===== config.mk =====
export PLATFORM = sky130hd
export DESIGN_NAME = decode_stage
export DESIGN_NICKNAME = d
export VERILOG_FILES = /design/src/rtl/y86_pkg.sv /design/src/rtl/regfile_2w2r.sv /design/src/rtl/decode_stage.sv
export SDC_FILE = /design/constraint.sdc
export NUM_CORES = 2
export LEC_CHECK = 0
export BUFFER_PORTS_ARGS = -buffer_cell sky130_fd_sc_hd__buf_2
export CAP_MARGIN = 0
export CORE_AREA = 5 5 347 519
export CTS_BUF_LIST = sky130_fd_sc_hd__clkbuf_4
export DETAILED_ROUTE_END_ITERATION = 12
export DIE_AREA = 0 0 352 524
export GPL_TIMING_DRIVEN = 0
export PLACE_DENSITY = 0.6
export SLEW_MARGIN = 20
export SYNTH_ARGS = -nofsm -noshare
export SYNTH_HDL_FRONTEND = slang
export SYNTH_HIERARCHICAL = 1
export SYNTH_SLANG_ARGS = --single-unit

===== constraint.sdc =====
create_clock -name clk -period 4.2 [get_ports clk]
set_clock_uncertainty 0.05 [all_clocks]
set_input_delay 0.42 -clock clk [delete_from_list [all_inputs] [get_ports clk]]
set_output_delay 0.42 -clock clk [all_outputs]
set_load 0.01 [all_outputs]

===== src/rtl/y86_pkg.sv =====
// y86_pkg: shared Y86-64 pipeline definitions.
//   - icode constants, register IDs (RNONE, RSP)
//   - D and E pipeline-register layouts as packed structs, plus bit offsets
//   - NOP bundles loaded on reset / bubble
package y86_pkg;

  localparam int WORD  = 64;
  localparam int NREGS = 15;

  localparam logic [3:0] IHALT   = 4'h0;
  localparam logic [3:0] INOP    = 4'h1;
  localparam logic [3:0] IRRMOVQ = 4'h2;
  localparam logic [3:0] IIRMOVQ = 4'h3;
  localparam logic [3:0] IRMMOVQ = 4'h4;
  localparam logic [3:0] IMRMOVQ = 4'h5;
  localparam logic [3:0] IOPQ    = 4'h6;
  localparam logic [3:0] IJXX    = 4'h7;
  localparam logic [3:0] ICALL   = 4'h8;
  localparam logic [3:0] IRET    = 4'h9;
  localparam logic [3:0] IPUSHQ  = 4'hA;
  localparam logic [3:0] IPOPQ   = 4'hB;

  localparam logic [3:0] RNONE = 4'hF;
  localparam logic [3:0] RSP   = 4'h4;

  // D bus bit offsets (145 bits)
  localparam int D_W         = 145;
  localparam int D_STAT      = 144;
  localparam int D_ICODE_LSB = 140;
  localparam int D_IFUN_LSB  = 136;
  localparam int D_RA_LSB    = 132;
  localparam int D_RB_LSB    = 128;
  localparam int D_VALC_LSB  = 64;
  localparam int D_VALP_LSB  = 0;

  // E bus bit offsets (217 bits)
  localparam int E_W         = 217;
  localparam int E_STAT      = 216;
  localparam int E_ICODE_LSB = 212;
  localparam int E_IFUN_LSB  = 208;
  localparam int E_VALC_LSB  = 144;
  localparam int E_VALA_LSB  = 80;
  localparam int E_VALB_LSB  = 16;
  localparam int E_DSTE_LSB  = 12;
  localparam int E_DSTM_LSB  = 8;
  localparam int E_SRCA_LSB  = 4;
  localparam int E_SRCB_LSB  = 0;

  typedef struct packed {
    logic        stat;
    logic [3:0]  icode;
    logic [3:0]  ifun;
    logic [3:0]  ra;
    logic [3:0]  rb;
    logic [63:0] valc;
    logic [63:0] valp;
  } d_reg_t;

  typedef struct packed {
    logic        stat;
    logic [3:0]  icode;
    logic [3:0]  ifun;
    logic [63:0] valc;
    logic [63:0] vala;
    logic [63:0] valb;
    logic [3:0]  dste;
    logic [3:0]  dstm;
    logic [3:0]  srca;
    logic [3:0]  srcb;
  } e_reg_t;

  localparam d_reg_t D_NOP = '{stat: 1'b1, icode: INOP, ifun: 4'h0,
                               ra: RNONE, rb: RNONE, valc: 64'h0, valp: 64'h0};

  localparam e_reg_t E_NOP = '{stat: 1'b1, icode: INOP, ifun: 4'h0,
                               valc: 64'h0, vala: 64'h0, valb: 64'h0,
                               dste: RNONE, dstm: RNONE, srca: RNONE, srcb: RNONE};

endpackage


===== src/rtl/regfile_2w2r.sv =====
// regfile_2w2r: NREGS x WORD register file.
//   clk, rst         : clock, synchronous active-high reset (clears all regs)
//   rd_a_id/rd_a     : combinational read port A (ID >= NREGS reads 0)
//   rd_b_id/rd_b     : combinational read port B
//   wr_e_id/wr_e_val : synchronous write port E
//   wr_m_id/wr_m_val : synchronous write port M, wins over E on same ID
// IDs >= NREGS (i.e. RNONE) never match a register, so such writes drop.
module regfile_2w2r
  import y86_pkg::*;
#(
  parameter int WORD  = 64,
  parameter int NREGS = 15
) (
  input  logic            clk,
  input  logic            rst,
  input  logic [3:0]      rd_a_id,
  output logic [WORD-1:0] rd_a,
  input  logic [3:0]      rd_b_id,
  output logic [WORD-1:0] rd_b,
  input  logic [3:0]      wr_e_id,
  input  logic [WORD-1:0] wr_e_val,
  input  logic [3:0]      wr_m_id,
  input  logic [WORD-1:0] wr_m_val
);

  logic [NREGS-1:0][WORD-1:0] regs;

  for (genvar g = 0; g < NREGS; g++) begin : g_reg
    always_ff @(posedge clk) begin
      if (rst)                  regs[g] <= '0;
      else if (wr_m_id == 4'(g)) regs[g] <= wr_m_val;
      else if (wr_e_id == 4'(g)) regs[g] <= wr_e_val;
    end
  end

  // No write-to-read bypass: decode's forwarding chain already covers W.
  assign rd_a = (rd_a_id < 4'(NREGS)) ? regs[rd_a_id] : '0;
  assign rd_b = (rd_b_id < 4'(NREGS)) ? regs[rd_b_id] : '0;

endmodule


===== src/rtl/decode_stage.sv =====
// decode_stage: Y86-64 decode stage.
//   clk, rst            : clock, synchronous active-high reset
//   f_D                 : 145-bit fetch bus captured into the D register
//   D_stall, D_bubble   : D register hold / NOP insert (stall wins)
//   E_bubble            : E register NOP insert
//   e_/M_/W_ dst & val  : forwarding sources; W_* also write the regfile
//   d_srcA, d_srcB      : combinational source IDs for the hazard unit
//   D_icode             : icode held in the D register
//   E                   : 217-bit registered bus to execute
module decode_stage
  import y86_pkg::*;
#(
  parameter int WORD  = 64,
  parameter int NREGS = 15
) (
  input  logic             clk,
  input  logic             rst,
  input  logic [D_W-1:0]   f_D,
  input  logic             D_stall,
  input  logic             D_bubble,
  input  logic             E_bubble,
  input  logic [3:0]       e_dstE,
  input  logic [WORD-1:0]  e_valE,
  input  logic [3:0]       M_dstE,
  input  logic [WORD-1:0]  M_valE,
  input  logic [3:0]       M_dstM,
  input  logic [WORD-1:0]  m_valM,
  input  logic [3:0]       W_dstE,
  input  logic [WORD-1:0]  W_valE,
  input  logic [3:0]       W_dstM,
  input  logic [WORD-1:0]  W_valM,
  output logic [3:0]       d_srcA,
  output logic [3:0]       d_srcB,
  output logic [3:0]       D_icode,
  output logic [E_W-1:0]   E
);

  d_reg_t          d_q;
  e_reg_t          e_q, e_d;
  logic [3:0]      src_a, src_b, dst_e, dst_m;
  logic [WORD-1:0] rf_a, rf_b, val_a, val_b;

  // D pipeline register
  always_ff @(posedge clk) begin
    if (rst)           d_q <= D_NOP;
    else if (!D_stall) d_q <= D_bubble ? D_NOP : d_reg_t'(f_D);
  end

  // Register ID selection
  always_comb begin
    src_a = RNONE;
    src_b = RNONE;
    dst_e = RNONE;
    dst_m = RNONE;
    case (d_q.icode)
      IRRMOVQ: begin src_a = d_q.ra; dst_e = d_q.rb; end  // cmov: execute squashes dstE
      IIRMOVQ: dst_e = d_q.rb;
      IRMMOVQ: begin src_a = d_q.ra; src_b = d_q.rb; end
      IMRMOVQ: begin src_b = d_q.rb; dst_m = d_q.ra; end
      IOPQ:    begin src_a = d_q.ra; src_b = d_q.rb; dst_e = d_q.rb; end
      ICALL:   begin src_b = RSP; dst_e = RSP; end
      IRET:    begin src_a = RSP; src_b = RSP; dst_e = RSP; end
      IPUSHQ:  begin src_a = d_q.ra; src_b = RSP; dst_e = RSP; end
      IPOPQ:   begin src_a = RSP; src_b = RSP; dst_e = RSP; dst_m = d_q.ra; end
      default: ;
    endcase
  end

  regfile_2w2r #(.WORD(WORD), .NREGS(NREGS)) u_rf (
    .clk      (clk),
    .rst      (rst),
    .rd_a_id  (src_a),
    .rd_a     (rf_a),
    .rd_b_id  (src_b),
    .rd_b     (rf_b),
    .wr_e_id  (W_dstE),
    .wr_e_val (W_valE),
    .wr_m_id  (W_dstM),
    .wr_m_val (W_valM)
  );

  // Forwarding: youngest producer first; within M, the load result beats
  // valE, and within W, valM beats valE (matches regfile write priority).
  // RNONE never matches so an unused source always reads 0.
  function automatic logic [WORD-1:0] fwd(
    input logic [3:0]      src,
    input logic [WORD-1:0] rf,
    input logic [3:0]      e_d,  input logic [WORD-1:0] e_v,
    input logic [3:0]      mm_d, input logic [WORD-1:0] mm_v,
    input logic [3:0]      me_d, input logic [WORD-1:0] me_v,
    input logic [3:0]      wm_d, input logic [WORD-1:0] wm_v,
    input logic [3:0]      we_d, input logic [WORD-1:0] we_v
  );
    if (src == RNONE)     return rf;
    else if (src == e_d)  return e_v;
    else if (src == mm_d) return mm_v;
    else if (src == me_d) return me_v;
    else if (src == wm_d) return wm_v;
    else if (src == we_d) return we_v;
    else                  return rf;
  endfunction

  always_comb begin
    val_a = fwd(src_a, rf_a, e_dstE, e_valE, M_dstM, m_valM, M_dstE, M_valE,
                W_dstM, W_valM, W_dstE, W_valE);
    // call/jXX carry the return/fall-through address down the valA lane
    if (d_q.icode == IJXX || d_q.icode == ICALL) val_a = d_q.valp;
    val_b = fwd(src_b, rf_b, e_dstE, e_valE, M_dstM, m_valM, M_dstE, M_valE,
                W_dstM, W_valM, W_dstE, W_valE);
  end

  always_comb begin
    e_d       = E_NOP;
    e_d.stat  = d_q.stat;
    e_d.icode = d_q.icode;
    e_d.ifun  = d_q.ifun;
    e_d.valc  = d_q.valc;
    e_d.vala  = val_a;
    e_d.valb  = val_b;
    e_d.dste  = dst_e;
    e_d.dstm  = dst_m;
    e_d.srca  = src_a;
    e_d.srcb  = src_b;
  end

  // E pipeline register
  always_ff @(posedge clk) begin
    if (rst || E_bubble) e_q <= E_NOP;
    else                 e_q <= e_d;
  end

  assign d_srcA  = src_a;
  assign d_srcB  = src_b;
  assign D_icode = d_q.icode;
  assign E       = e_q;

endmodule


==> summary.md <==
| Metric | Value |
|---|---|
| Status | finished with violations |
| Failing checks | negative setup slack |
| Actual slew at the worst max-slew pin | ~1400 ps |
| Top FF cell, synth | dfxtp_1 |
| Final setup viols | 3 |
| Final hold violation count | 0 |
| Grt ovf | 0 |
| Final worst-path cycle share | 102.7% |
| Starting Density | between 40 and 50% |
| CP required | approximately 5200 ps |
| Synth cell types | between 70 and 80 |
| Overall Power | 31.37 mW |
| R2R cell count | 13 |
| Setup ws final | -112.7 ps |
| Total clock sinks | 1322 |
| Pre-CTS setup slack | -1219 ps |
| Power Internal | 21.18 mW |
| Largest net degree at the start of global routing | 20 |
| Die area | approximately 0.18 sq mm |
| CP Class | flop to flop |
| Row Count | 188 |
| Worst skew pair latency | between 1000 and 1500 ps |
| Clock network power share | between 30% and 40% |
| Pwr/cell area | 318.8 mW/mm^2 |
| Gr usage total | about 44% |
| Crit path to | E[97] |
| #FFs+latches synth | about 1300 |
| Area Overhead vs Synth | 25.74% |
| VDD IR max | around 0.24 mV |
| Die H | roughly 520 microns |
| Average routed wire per standard cell | 33.15 microns |
| Final instance area | about 0.098 sq mm |
| Antenna-violating nets left | 0 |
| Worst slew margin | 8.713% |
| Drt drc | 0 |
| Gpl congestion | 1.010 |
| DR vias | 82870 |
| Core area | 0.1748 sq mm |
| Flop pwr share | a little over two fifths |
| DR vias/cell | about 6.5 |
| Net Sw Power | roughly 10 mW |
| Share of layout cells above drive strength 1 | 22.02% |
| Warnings, synthesis | 6 |
| F_max | 0.2319 GHz |
| CP startpoint kind | flop |
| Root Driver | clkbuf_4 |
| Worst Setup End Kind | flop |
| Reg2reg start | D_icode[0] |
| Final HPWL DP | roughly 320000 microns |
| Mapped Nets | approximately 9000 |
| Die Wd | roughly 350 microns |
| Final min period | ~4300 ps |
| DR iter-0 viols | between 8000 and 9000 |
| Port Buf Inserts | between 700 and 800 |
| Final Util | between 50% and 60% |
| Maxcap violations | 0 |
| First-pass GRT wire length | a little under 600000 microns |
| CTS tree | yes |
| I/O pin count | between 700 and 800 |
| H-tree levels | 5 |
| Post-synth EDFFs | 0 |
| Number of global-route vias before repair | ~85000 |
| FFs w/ async S/R, synth | 0% |
| Comb pwr share | about a fifth |
| CTS Buf Count | between 300 and 400 |
| Final wirelength | roughly 420000 microns |
| R2R Setup Slk | -110 ps |
| Worst EP arrival | between 5000 and 6000 ps |
| Sequential element share of the synthesized area | about a third |
| Hold Crit Class | primary input to flop |
| TritonRoute pass-1 iters | 9 |
| Reg-to-Reg End | E[97] |
| Fin Setup TNS | -175.0 ps |
| Final slew viol count | 0 |
| Cell count after synthesis | 8274 |
| Unrepaired setup endpoints after global routing | true |
| Mean Syn Cell Area | 9.459 sq um |
| Post-DP Area | about 0.085 sq mm |
| Peak fanout along the critical path | 10 |
| Hold_sp | f_D[9] |
| Clk slew on worst S/H paths | about 70 ps |
| Crit path launch | D_icode[0] |
| Antenna violations before repair | 73 |
| Clock Path Buffers | 4 |
| Sw frac | 32.48% |
| Final Net Count | 10670 |
| Leak pwr | just over 40 nW |
| Mapped Area | just under 0.08 sq mm |
## area by class of cell
type                            count  area (sq um)
Tap cell                         2280          2853
Clock buffer                      500          3754
Timing Repair Buffer             1560         12270
Sequential cell                  1322         26470
Clock inverter                     98         483.0
Buffer                            998          5131
Fill cell                       15820         76360
Multi-Input combinational cell   5869         46990
Inverter                           80         307.8
Antenna cell                       63         157.7
## synthesized netlist by cell type, types with 4 or more instances
master	n	area (sq um)
buf_8	8	120.1
nand4bb_1	6	67.56
o211a_1	128	1281
inv_1	75	281.5
clkbuf_4	11	82.58
and4bb_2	5	62.56
nand2b_1	82	513.0
buf_4	123	923.4
a21oi_1	134	670.6
or3_1	6	37.54
a31oi_1	67	419.2
a2111oi_0	64	560.5
nand4_1	4	25.02
nor3b_1	4	30.03
o22ai_1	76	475.5
nand2_1	147	551.8
nor3_1	8	40.04
a311oi_1	6	52.55
o221ai_2	60	900.9
o31a_1	65	569.3
mux2_2	132	1486
nor4_1	5	31.28
a22oi_1	264	1982
clkbuf_1	570	2140
nor2_1	1425	5349
mux2i_1	1408	14090
dfxtp_1	1322	26470
buf_1	70	262.8
a211oi_1	962	7222
o221ai_1	197	1725
buf_2	203	1016
and2_1	77	481.7
nor2b_1	6	37.54
o21ai_0	70	350.3
or2_2	6	37.54
nand4b_1	9	78.83
buf_6	18	202.7
xnor2_1	14	122.6
nand3_1	64	320.3
mux2_4	60	900.9
mux4_2	256	5766
## power by group through the flow
stage	clock, mW	sequential (mW)	combinational [mW]
global route	12.5	13.6	6.29
detailed placement	0	13.8	5.12
finish	11.7	13.5	6.11
CTS	11.8	13.5	5.81
global placement	0	13.7	5.01
floorplan	0	13.7	2.96
## layer usage
layer	share of wire [%]	vias up	global-route usage, %
li1	-	35130	-
met1	34	40260	44.75
met2	46	5559	70.83
met3	11	1878	16.43
met4	9.8	34	37.56
met5	0.082	-	0.7692
## kinds of logic (layout without fill, tap and decap cells)
family          count (synthesis)  in the layout  share of synthesized area [%]
simple gates                 1880           1880                          10.11
mux                          1856           1856                          28.42
other cells                     0             63                              0
flops                        1322           1322                          33.81
xor+xnor                       17             17                         0.1902
buf+inv                      1083           3236                          6.455
compound gates               2116           2116                          21.00
## how the worst min path moves through the flow
stage,to,cells after the start
6_report,d_q[9],4
5_1_grt,u_rf/regs[612],4
2_1_floorplan,E[216],1
3_5_place_dp,E[196],1
3_3_place_gp,E[181],1
4_1_cts,u_rf/regs[822],4
## cells in the final DEF (no fill, tap or decap), types with 45 or more instances in the layout
master         netlist  routed
clkinv_1             2      68
o22ai_1             76      68
o21ai_0             70      69
buf_2              203     889
mux4_2             256     256
o221ai_2            60      60
clkbuf_1           570     504
o31a_1              65      64
a31oi_1             67      67
a22oi_1            264     264
a2111oi_0           64      45
diode_2              0      63
o221ai_1           197     197
mux2i_1           1408    1407
a211oi_1           962     962
mux2_2             132     132
inv_1               75      75
nand3_1             64      64
nand2_1            147     145
mux2_4              60      60
a21oi_1            134     132
nor2_1            1425    1422
buf_4              123     138
clkbuf_2             0      57
dfxtp_1           1322    1320
nand2b_1            82      81
buf_1               70      55
o211a_1            128     125
dlygate4sd3_1        0     816
clkbuf_4            11     524
and2_1              77      77
## registers in the layout, summed over array words and instances (netlist names)
name and flops:
D_icode 4, d_q 141, u_rf/regs 960, E 217
## timing repair
action | CTS | global route
hold buffers | 816 | 0
pin swaps | 4 | 11
gates cloned | 0 | 0
buffers inserted | 2 | 3
endpoints found under the setup margin | 128 | 121
hold endpoints to repair | 1249 | 0
resized for setup | 109 | 123
## through the flow
step	std cells	hold WS (ps)
floorplan	8274	366.4
global placement	11270	388.4
detailed placement	11290	396.6
CTS	12710	0.8833
global route	12740	70.11
finish	12770	77.29
## worst max-delay path: stages, from the launching register on
cell       delay (ps)
dfxtp_1           370
buf_6             170
inv_1             140
a21oi_1           110
or2_4             290
inv_2             250
and2_1            170
clkbuf_2          420
clkbuf_1          670
o221ai_1          340
o211a_1           260
mux2i_4           310
a2111oi_2         130
o31a_1            450
Power figures use the tool's default switching activity.
